--- src/rtl/irq_edge_collector.sv ---
// irq_edge_collector: synchronises four async request lines, latches their rising edges as sticky
// pending bits and offers the highest-priority unmasked one over a valid/ready handshake.
module irq_edge_collector #(
  parameter int SYNC_STAGES = 2
) (
  input  logic       clk,
  input  logic       rst_n,
  input  logic [3:0] req,
  input  logic [3:0] mask,
  output logic       out_valid,
  output logic [1:0] out_code,
  input  logic       out_ready,
  output logic [3:0] pending,
  output logic [3:0] overflow,
  input  logic       clr_ovf
);
  typedef enum logic {IDLE, OFFER} state_t;
  state_t state_q, state_d;
  logic [SYNC_STAGES-1:0][3:0] sync_q, sync_d;
  logic [3:0] hist_q, hist_d, pending_q, pending_d, overflow_q, overflow_d;
  logic [3:0] sreq, rise, clr, elig;
  logic [1:0] code_q, code_d, top;
  logic fire;
  always_comb begin
    sync_d = {sync_q[SYNC_STAGES-2:0], req};
    sreq = sync_q[SYNC_STAGES-1];
    hist_d = sreq;
    rise = sreq & ~hist_q;
    fire = (state_q == OFFER) && out_ready;
    clr = fire ? 4'b0001 << code_q : 4'b0000;
    // a rise on the line being cleared re-arms it instead of counting as overflow
    pending_d = (pending_q & ~clr) | rise;
    overflow_d = (clr_ovf ? 4'b0000 : overflow_q) | (rise & pending_q & ~clr);
    elig = pending_q & ~mask;
    top = elig[3] ? 2'd3 : elig[2] ? 2'd2 : elig[1] ? 2'd1 : 2'd0;
    state_d = state_q;
    code_d = code_q;
    if (state_q == IDLE && elig != 4'b0000) begin
      state_d = OFFER;
      code_d = top;
    end else if (fire) begin
      state_d = IDLE;
    end
  end
  always_ff @(posedge clk or negedge rst_n) begin
    if (!rst_n) begin
      sync_q <= '0;
      hist_q <= '0;
      pending_q <= '0;
      overflow_q <= '0;
      state_q <= IDLE;
      code_q <= '0;
    end else begin
      sync_q <= sync_d;
      hist_q <= hist_d;
      pending_q <= pending_d;
      overflow_q <= overflow_d;
      state_q <= state_d;
      code_q <= code_d;
    end
  end
  assign out_valid = (state_q == OFFER);
  assign out_code = code_q;
  assign pending = pending_q;
  assign overflow = overflow_q;
endmodule

--- config.mk ---
export PLATFORM = sky130hd
export DESIGN_NAME = irq_edge_collector
export DESIGN_NICKNAME = d
export VERILOG_FILES = /design/src/rtl/irq_edge_collector.sv
export SDC_FILE = /design/constraint.sdc
export NUM_CORES = 1
export LEC_CHECK = 0
export CELL_PAD_IN_SITES_DETAIL_PLACEMENT = 0
export CELL_PAD_IN_SITES_GLOBAL_PLACEMENT = 1
export CORE_UTILIZATION = 35
export CTS_CLUSTER_SIZE = 24
export DETAILED_ROUTE_END_ITERATION = 10
export DONT_BUFFER_PORTS = 1
export HOLD_SLACK_MARGIN = 0.03
export PLACE_DENSITY_LB_ADDON = 0.1
export SYNTH_ARGS = -nofsm -noshare
export SYNTH_HDL_FRONTEND = slang
export SYNTH_SLANG_ARGS = --single-unit
--- constraint.sdc ---
create_clock -name clk -period 1.5 [get_ports clk]
set_clock_uncertainty 0.05 [all_clocks]
set_input_delay 0.3 -clock clk [delete_from_list [all_inputs] [get_ports clk]]
set_output_delay 0.3 -clock clk [all_outputs]
set_load 0.01 [all_outputs]
==> results of run 1 <==
sequential cells by signal (all words and copies together) (netlist names):
signal and flops:
out_code 2, hist_q 4, sync_d 4, out_valid 1, hist_d 4, pending 4
overflow 4
worst register-to-register path, stage by stage, from the launching register on:
cell,delay (ps)
dfrtp_1,540
inv_1,130
o31ai_2,300
o22ai_1,130
Yosys cell counts (all sizes together):
library cell and count:
o221ai 1, nand2b 7, o31ai 4, a21oi 1, nand2 6, dfrtp 23
nor2b 2, o21a 1, o22ai 5, a2bb2oi 1, inv 6, nand4b 1
cell usage in the layout, fill, tap and decap left out, drive strengths merged:
cell type    netlist  final
nor2b              2      2
nand2              6      6
dlygate4sd3        0      6
nand4b             1      1
o22ai              5      5
a21oi              1      1
dfrtp             23     23
clkbuf             0      4
o21a               1      1
inv                6      6
nand2b             7      7
a2bb2oi            1      1
o221ai             1      1
o31ai              4      4
power groups by stage:
| stage | clock (mW) | sequential (mW) | combinational [mW] |
|---|---|---|---|
| after global routing | 0.313 | 0.950 | 0.315 |
| after global placement | 0 | 0.938 | 0.249 |
| after floorplan | 0 | 0.902 | 0.213 |
| after CTS | 0.293 | 0.928 | 0.275 |
| final | 0.272 | 0.920 | 0.270 |
| after detailed placement | 0 | 0.941 | 0.247 |
final cells by class:
| class | instances | area (sq um) | area share (%) |
|---|---|---|---|
| tap | 27 | 33.8 | 3.65 |
| clock buffer | 4 | 26.3 | 2.84 |
| inverter | 6 | 22.5 | 2.44 |
| timing repair buffer | 6 | 60.1 | 6.50 |
| multi-input combinational | 29 | 206 | 22.3 |
| sequential | 23 | 576 | 62.2 |
final timing paths:
path	startpoint	end	slack, ps
max	out_code[0]	overflow[3]	240
min	clr_ovf	overflow[3]	50
max reg2reg	out_code[0]	overflow[3]	240
min reg2reg	sync_d[5]	hist_d[1]	310
max in group asynchronous	rst_n	hist_d[3]	250
min in group asynchronous	rst_n	out_code[0]	550
per-stage QoR:
| stage | utilization (%) | std cells | worst slack [ps] | power (mW) |
|---|---|---|---|---|
| 3_3_place_gp | 40.7 | 85 | 251 | 1.19 |
| 4_1_cts | 44.8 | 95 | 169 | 1.50 |
| 6_report | 44.8 | 95 | 239 | 1.46 |
| 5_1_grt | 44.8 | 95 | 55.3 | 1.58 |
| 2_1_floorplan | - | 58 | 391 | 1.12 |
| 3_5_place_dp | 40.7 | 85 | 243 | 1.19 |
layer usage:
metal / wire [um] / GRT usage, % / up-vias / share of wire, %
met4: 0 / 5.71 / 0 / 0
met3: 79 / 4.94 / 0 / 6.0
li1: - / - / 219 / -
met5: 0 / 0 / - / 0
met1: 595 / 15.8 / 225 / 45
met2: 635 / 19.4 / 18 / 48
cell families (layout without fill, tap and decap cells):
kind of cell	count (synthesis)	in the layout
AOI/OAI and AO/OA	13	13
buffers and inverters	6	16
DFF	23	23
and+or+nand+nor	16	16
==> key figures, run 1 <==
Pwr
  – Int Pwr: 969 uW
  – Combinational power share: 18.5%
  – Lkg Pwr: 0.400 nW
  – Peak VDD IR: 0.794 mV
  – Sw frac: 33.7%
  – Flop pwr share: 63.0%
  – P_sw: 493 uW
  – Clk pwr share: 18.6%
  – Pwr dens: 1580 nW/um^2

Yosys
  – Largest area contributor in the netlist: dfrtp_1
  – Post-Synth XOR/XNOR Area: 0%
  – Mapped Area: 805 sq um
  – Syn nets: 70
  – Synth unique cells: 13
  – Synth top area cells: dfrtp_1, o31ai_2, nand2b_1, o22ai_1, inv_1
  – Total of warnings raised by yosys: 0
  – Yosys reg bits: 23
  – Post-synthesis compound-gate area fraction: 13.8%
  – Post-Synth Simple-Gate Area: 11.8%
  – Mux cell area share after synthesis: 0%
  – Sequential element share of the synthesized area: 71.5%
  – Post-synth top area share: 71.5%
  – Main combinational cell family by area after synthesis: compound AO/OA/AOI/OAI gates
  – Synthesized instance count: 58
  – Synth Area in Adders: 0%
  – Syn_area_per_cell: 13.9 sq um

STA
  – Final setup vio count: 0
  – Tcrit/Tclk final: 84.1%
  – Slew margin rel.: 33.1%
  – Fmax: 793 MHz
  – Worst hold slack: 50.3 ps
  – Hold Vio Cnt, Final: 0
  – Least-Margin Pin Slew: 1000 ps
  – Setup TNS: 0 ps
  – Final min period: 1260 ps
  – Pins Over Slew Limit: 0
  – RSZ-0062 raised after global routing: false

Die
  – Top Ports: 23
  – Rows: 16
  – Starting Density: 39.0%
  – Die footprint: 2490 sq um
  – Die Span Y: 49.9 um
  – Core ar.: 2060 sq um
  – DIE WIDTH: 49.9 um

Routing
  – Antenna Nets Post-Route: 0
  – TritonRoute pass-1 iters: 3
  – Vias: 462
  – Vias per cell: 4.86
  – WL per Instance: 13.8 um
  – WL final: 1310 um
  – Initial DRC count: 5
  – DRC viols: 0

Critical path
  – Startpoint Class: flop
  – Critical path fanouts, max: 6
  – Critical Path Max Stage Delay: 540 ps
  – Worst Path Arrival: 1390 ps
  – Crit path depth: 3
  – Critical path type: flop to flop
  – Worst path bufs/invs: 1
  – Critical path cell sequence: inv_1, o31ai_2, o22ai_1
  – Critical-path top delay cell: dfrtp_1
  – CP required: 1630 ps
  – CP top delay family: flip-flops
  – R2R cell count: 3
  – Setup crit end kind: flop

Clocking
  – H-tree Lvls: 1
  – Clock latency on the worst-skew pair: 300 ps
  – Hold_buf cts: 6
  – Clock root cell: clkbuf_4
  – CTS tree: built
  – Max Buffers Root-to-Sink: 2
  – CTS buffer count: 3
  – Clock Sinks: 23
  – Worst-path clk slew: 120 ps
  – Setup Buffers After CTS: 0
  – Number of gates resized after cts: 0

Cells and area
  – Nets: 81
  – Layout cells sized above 1: 11.8%
  – Fill count: 202
  – Area Overhead vs Synth: 14.9%
  – Fin area: 925 sq um
  – # diodes: 0

GRT
  – Total global-route track usage: 12.7%
  – GRT overflow: 0
  – First-pass GRT wire length: 2280 um
  – Largest net degree at the start of global routing: 24
  – Vias in the first global route: 462
  – Initial antenna violation count: 0

Placement
  – Gpl congestion: 0.706
  – PortBufs: 0
  – Post-DP HPWL: 897 um
  – Dpl cell area: 838 sq um

Flow run
  – Max Cap Viol: 0

Min path
  – Hold WC Path Type: input port to flop
  – Worst hold path cell count: 1

Status
  – Outcome: completed
Note: power is estimated with default switching activity, not from simulation.
==> inputs of run 2 (changes only) <==
- clock period: 1.5 -> 1.2 ns (I/O delays scaled with it)
==> key figures, run 2 (synthesis results as in run 1) <==
Critical path
  – CP required: 910 ps (was 1630 ps)
  – Startpoint Class: flop (unchanged)
  – Setup crit end kind: output pin (was flop)
  – Worst Path Arrival: 960 ps (was 1390 ps)
  – Critical path fanouts, max: 2 (was 6)
  – Critical path type: flop to output pin (was flop to flop)

GRT
  – Initial antenna violation count: 0 (unchanged)
  – First-pass GRT wire length: 2530 um (was 2280 um)
  – GRT overflow: 0 (unchanged)
  – Vias in the first global route: 550 (was 462)
  – Largest net degree at the start of global routing: 24 (unchanged)
  – Total global-route track usage: 14.3% (was 12.7%)

Clocking
  – Clock Sinks: 23 (unchanged)
  – Clock latency on the worst-skew pair: 300 ps (about the same)
  – Worst-path clk slew: 120 ps (about the same)
  – CTS buffer count: 3 (unchanged)
  – H-tree Lvls: 1 (unchanged)
  – Clock root cell: clkbuf_4 (unchanged)
  – Max Buffers Root-to-Sink: 2 (unchanged)
  – CTS tree: built (unchanged)

Die
  – Top Ports: 23 (unchanged)
  – Starting Density: 39.0% (unchanged)
  – Core ar.: 2060 sq um (unchanged)
  – Die footprint: 2490 sq um (unchanged)
  – Die Span Y: 49.9 um (unchanged)
  – Rows: 16 (unchanged)
  – DIE WIDTH: 49.9 um (unchanged)

Placement
  – PortBufs: 0 (unchanged)
  – Post-DP HPWL: 976 um (was 897 um)
  – Dpl cell area: 906 sq um (was 838 sq um)
  – Setup WS pre-CTS: 87.1 ps (was 243 ps)
  – Gpl congestion: 0.797 (was 0.706)

Routing
  – Vias: 539 (was 462)
  – Top Metal Used: met4 (was met3)
  – WL final: 1520 um (was 1310 um)
  – Initial DRC count: 3 (was 5)
  – WL met3: 72 um (was 79 um)
  – WL per Instance: 13.7 um (was 13.8 um)
  – DRT met1 WL: 603 um (was 595 um)
  – Met2 wire len: 829 um (was 635 um)
  – Antenna Nets Post-Route: 0 (unchanged)
  – TritonRoute pass-1 iters: 4 (was 3)
  – Vias per cell: 4.86 (about the same)
  – DRC viols: 0 (unchanged)

Cells and area
  – Area Overhead vs Synth: 38.4% (was 14.9%)
  – Most frequent cells in the layout: dfrtp_1, buf_4, nand2b_1 (was dfrtp_1, nand2b_1, inv_1, dlygate4sd3_1)
  – # diodes: 0 (unchanged)
  – Nets: 97 (was 81)
  – Fin area: 1110 sq um (was 925 sq um)
  – Commonest non-fill, non-tap cell in the layout: dfrtp_1 (unchanged)
  – Layout cells sized above 1: 33.3% (was 11.8%)

STA
  – Hold Vio Cnt, Final: 0 (unchanged)
  – Slew margin rel.: 32.7% (was 33.1%)
  – Least-Margin Pin Slew: 1010 ps (was 1000 ps)
  – Tcrit/Tclk final: 104%
  – Setup TNS: -108 ps (was 0 ps)
  – RSZ-0062 raised after global routing: true (was false)
  – Pins Over Slew Limit: 0 (unchanged)
  – Fmax: 799 MHz
  – Final setup vio count: 3 (was 0)
  – Final min period: 1250 ps
  – Final WS setup: -51.2 ps (was 239 ps)

Pwr
  – Pwr dens: 2110 nW/um^2 (was 1580 nW/um^2)
  – Lkg Pwr: 0.498 nW (was 0.400 nW)
  – Peak VDD IR: 1.21 mV (was 0.794 mV)

Flow run
  – Max Cap Viol: 0 (unchanged)

Min path
  – Hold WC Path Type: input port to async pin (was input port to flop)

Status
  – Violated checks: negative setup slack
  – Outcome: complete, but fails checks (was completed)
-- run 2: cell count changes in the layout (fill, tap and decap cells not counted), sizes merged --
cell          before  now
buf                0   16
clkbuf             4    3
clkinv             0    1
dlygate4sd3        6    5
dlymetal6s4s       0    1
-- run 2: timing repair --
item | CTS | global route
setup endpoints to repair | 3 | 35
endpoints found under the hold margin | 31 | 0
pin swaps | 3 | 3
cloned | 0 | 0
hold buffers | 6 | 0
setup buffers | 5 | 2
resized for setup | 5 | 9
-- run 2: metrics by stage --
step	cells	power, mW	util, %	hold WS (ps)
global route	111	2.51	54.0	90.5
detailed placement	94	1.66	43.9	-105
finish	111	2.35	54.0	113
global placement	94	1.66	43.9	-105
floorplan	58	1.39	-	-106
CTS	109	2.19	50.9	59.8
-- run 2: final timing paths --
| path | start | cells past startpoint | endpoint | slack, ps |
|---|---|---|---|---|
| min in group clk | out_ready | 2 | out_valid | 120 |
| setup reg to reg | out_code[1] | 5 | overflow[3] | -20 |
| setup / recovery | out_code[1] | 2 | out_code[1] | -50 |
| hold / removal | rst_n | 1 | overflow[0] | 110 |
| max in group asynchronous | rst_n | 1 | out_code[0] | 320 |
| hold reg to reg | sync_d[5] | 0 | hist_d[1] | 310 |
-- run 2: where the power goes --
| part | switching, mW | internal, mW | leakage, nW |
|---|---|---|---|
| clock network | 0.216 | 0.124 | 0.0177 |
| registers | 0.147 | 0.925 | 0.262 |
| logic | 0.429 | 0.506 | 0.218 |
-- run 2: final cells by class --
type	count	area, sq um
clock buffer	3	22.5
clock inverter	1	5.00
fill	181	948
inverter	6	22.5
multi-input combinational	29	248
sequential	23	577
tap	27	33.8
timing repair buffer	22	205
-- run 2: worst max-delay path: stages (launching register included) --
cell,delay [ps]
dfrtp_1,420
buf_6,130
buf_6,110
-- run 2: per-layer routing --
metal | GRT usage [%] | vias up
met5 | 0 | -
met4 | 4.29 | 0
met3 | 5.86 | 2
met2 | 24.8 | 17
met1 | 15.7 | 267
li1 | - | 253
==> inputs of run 3 (changes only) <==
- ABC_AREA: not set -> 1
- SLEW_MARGIN: not set -> 5
==> key figures, run 3 <==
Status
  – Outcome: completed (was complete, but fails checks)

Die
  – Die footprint: 2530 sq um (was 2490 sq um)
  – Rows: 17 (was 16)
  – DIE WIDTH: 50.3 um (was 49.9 um)
  – Starting Density: 36.9% (was 39.0%)
  – Top Ports: 23 (unchanged)
  – Die Span Y: 50.3 um (was 49.9 um)
  – Core ar.: 2210 sq um (was 2060 sq um)

Cells and area
  – Most frequent cells in the layout: nand2_1, dfrtp_1, inv_1 (was dfrtp_1, buf_4, nand2b_1)
  – Commonest non-fill, non-tap cell in the layout: nand2_1 (was dfrtp_1)
  – Layout cells sized above 1: 15.6% (was 33.3%)
  – Fill count: 221 (was 181)
  – Fin area: 973 sq um (was 1110 sq um)
  – Nets: 103 (was 97)
  – # diodes: 0 (unchanged)
  – Area Overhead vs Synth: 19.1% (was 38.4%)

Placement
  – Dpl cell area: 867 sq um (was 906 sq um)
  – Setup WS pre-CTS: 196 ps (was 87.1 ps)
  – PortBufs: 0 (unchanged)
  – Gpl congestion: 0.668 (was 0.797)
  – Post-DP HPWL: 927 um (was 976 um)

Critical path
  – Worst Path Arrival: 850 ps (was 960 ps)
  – CP top delay family: flip-flops (unchanged)
  – CP required: 910 ps (about the same)
  – Critical path fanouts, max: 2 (unchanged)
  – Worst path bufs/invs: 1 (was 2)
  – Critical path cell sequence: buf_4 (was buf_6, buf_6)
  – Critical-path top delay cell: dfrtp_1 (unchanged)
  – Critical Path Max Stage Delay: 400 ps (was 420 ps)
  – R2R setup slack: 180 ps (was -20 ps)
  – Critical path type: flop to output pin (unchanged)
  – Startpoint Class: flop (unchanged)
  – Setup crit end kind: output pin (unchanged)

STA
  – Tcrit/Tclk final: 95.2% (was 104%)
  – Final setup vio count: 0 (was 3)
  – Final min period: 1140 ps (was 1250 ps)
  – Setup TNS: 0 ps (was -108 ps)
  – Worst hold slack: 83.2 ps (was 113 ps)
  – Fmax: 876 MHz (was 799 MHz)
  – Final WS setup: 57.9 ps (was -51.2 ps)
  – RSZ-0062 raised after global routing: false (was true)
  – Slew margin rel.: 83.7% (was 32.7%)
  – Least-Margin Pin Slew: 244 ps (was 1010 ps)
  – Pins Over Slew Limit: 0 (unchanged)
  – Hold Vio Cnt, Final: 0 (unchanged)

Clocking
  – CTS buffer count: 3 (unchanged)
  – Worst-path clk slew: 120 ps (about the same)
  – Number of gates resized after cts: 0 (was 5)
  – Max Buffers Root-to-Sink: 2 (unchanged)
  – H-tree Lvls: 1 (unchanged)
  – Clock Sinks: 23 (unchanged)
  – Setup Buffers After CTS: 0 (was 5)
  – Clock root cell: clkbuf_4 (unchanged)
  – CTS tree: built (unchanged)
  – Clock latency on the worst-skew pair: 300 ps (about the same)

Yosys
  – Synth Area in Adders: 0% (unchanged)
  – Post-Synth XOR/XNOR Area: 0% (unchanged)
  – Syn nets: 89 (was 70)
  – Syn_area_per_cell: 10.6 sq um (was 13.9 sq um)
  – Number of enable flip-flop cells after synthesis: 0 (unchanged)
  – Top-count cell post-synth: nand2_1 (was dfrtp_1)
  – Most used flip-flop cell after synthesis: dfrtp_1 (unchanged)
  – Total of warnings raised by yosys: 0 (unchanged)
  – Ys async rst share: 100% (unchanged)
  – Mapped Area: 817 sq um (was 805 sq um)
  – Synth top area cells: dfrtp_1, nand2_1, inv_1, o21ai_2, o21ai_1 (was dfrtp_1, o31ai_2, nand2b_1, o22ai_1, inv_1)
  – Synthesized instance count: 77 (was 58)
  – Synth unique cells: 9 (was 13)
  – Post-synthesis compound-gate area fraction: 7.66% (was 13.8%)
  – Largest area contributor in the netlist: dfrtp_1 (unchanged)
  – Mux cell area share after synthesis: 0% (unchanged)
  – Synth top cells by count: nand2_1, dfrtp_1, inv_1 (was dfrtp_1, nand2b_1, inv_1)
  – Post-synth top area share: 70.4% (was 71.5%)
  – Sequential element share of the synthesized area: 70.4% (was 71.5%)
  – Main combinational cell family by area after synthesis: simple AND/OR/NAND/NOR gates (was compound AO/OA/AOI/OAI gates)
  – Yosys reg bits: 23 (unchanged)
  – Post-Synth Simple-Gate Area: 16.4% (was 11.8%)

Routing
  – WL final: 1270 um (was 1520 um)
  – Vias per cell: 4.31 (was 4.86)
  – Antenna Nets Post-Route: 0 (unchanged)
  – TritonRoute pass-1 iters: 3 (was 4)
  – DRC viols: 0 (unchanged)
  – Vias: 508 (was 539)
  – WL per Instance: 10.7 um (was 13.7 um)
  – Initial DRC count: 5 (was 3)

GRT
  – Vias in the first global route: 492 (was 550)
  – Initial antenna violation count: 0 (unchanged)
  – Largest net degree at the start of global routing: 24 (unchanged)
  – GRT overflow: 0 (unchanged)
  – First-pass GRT wire length: 2220 um (was 2530 um)
  – Total global-route track usage: 12.2% (was 14.3%)

Pwr
  – Peak VDD IR: 0.848 mV (was 1.21 mV)
  – Lkg Pwr: 0.489 nW (was 0.498 nW)
  – Pwr dens: 2090 nW/um^2 (was 2110 nW/um^2)

Min path
  – Hold WC Path Type: input port to flop (was input port to async pin)

Flow run
  – Max Cap Viol: 0 (unchanged)
run 3: changes by cell type in the layout (fill, tap and decap cells not counted), moves of 6 or more:
cell and delta:
nand2_1 +23, buf_4 -8, nand2b_1 -7, buf_6 -6
inv_1 +6
run 3: cell families (layout without fill, tap and decap cells):
logic type             after synthesis  after routing
buffers and inverters               12             25
DFF                                 23             23
and+or+nand+nor                     33             33
AOI/OAI and AO/OA                    9              9
run 3: cell type report:
type	count	area (sq um)	area share (%)
well taps	28	35.0	3.60
flip-flops and latches	23	576	59.1
inverters	12	45.0	4.63
repair buffers	9	95.1	9.77
clock buffers	4	26.3	2.70
multi-input cells	42	196	20.2
run 3: report_power, final:
group	internal (mW)	leakage, nW	switching, mW
combinational	0.218	0.210	0.314
clock	0.130	0.0150	0.210
sequential	0.948	0.264	0.214
run 3: path summary, 6_finish.rpt:
check	startpoint	to	depth (start not counted)
max	pending[2]	pending[2]	1
min reg2reg	sync_d[5]	hist_d[1]	0
max reg2reg	pending[3]	out_code[0]	6
min in group asynchronous	rst_n	hist_d[0]	2
min	clr_ovf	overflow[0]	3
max in group asynchronous	rst_n	pending[3]	2
run 3: metal layers:
layer / part of all wire (%) / global-route usage (%) / vias up / routed length (um)
li1: - / - / 259 / -
met1: 48 / 15.6 / 227 / 603
met2: 44 / 18.0 / 18 / 555
met3: 6.4 / 4.24 / 4 / 81
met4: 2.0 / 6.94 / 0 / 25
met5: 0 / 0 / - / 0
run 3: repair_timing:
| item | in CTS | in global routing |
|---|---|---|
| hold endpoints to repair | 28 | 23 |
| setup endpoints to repair | 0 | 0 |
| hold buffers | 5 | 2 |
run 3: stage by stage:
stage,total power [mW],cells,util (%)
after CTS,2.05,116,42.6
after global placement,1.69,107,39.2
after detailed placement,1.69,107,39.2
final,2.03,118,44.0
after floorplan,1.53,77,-
after global routing,2.22,118,44.0
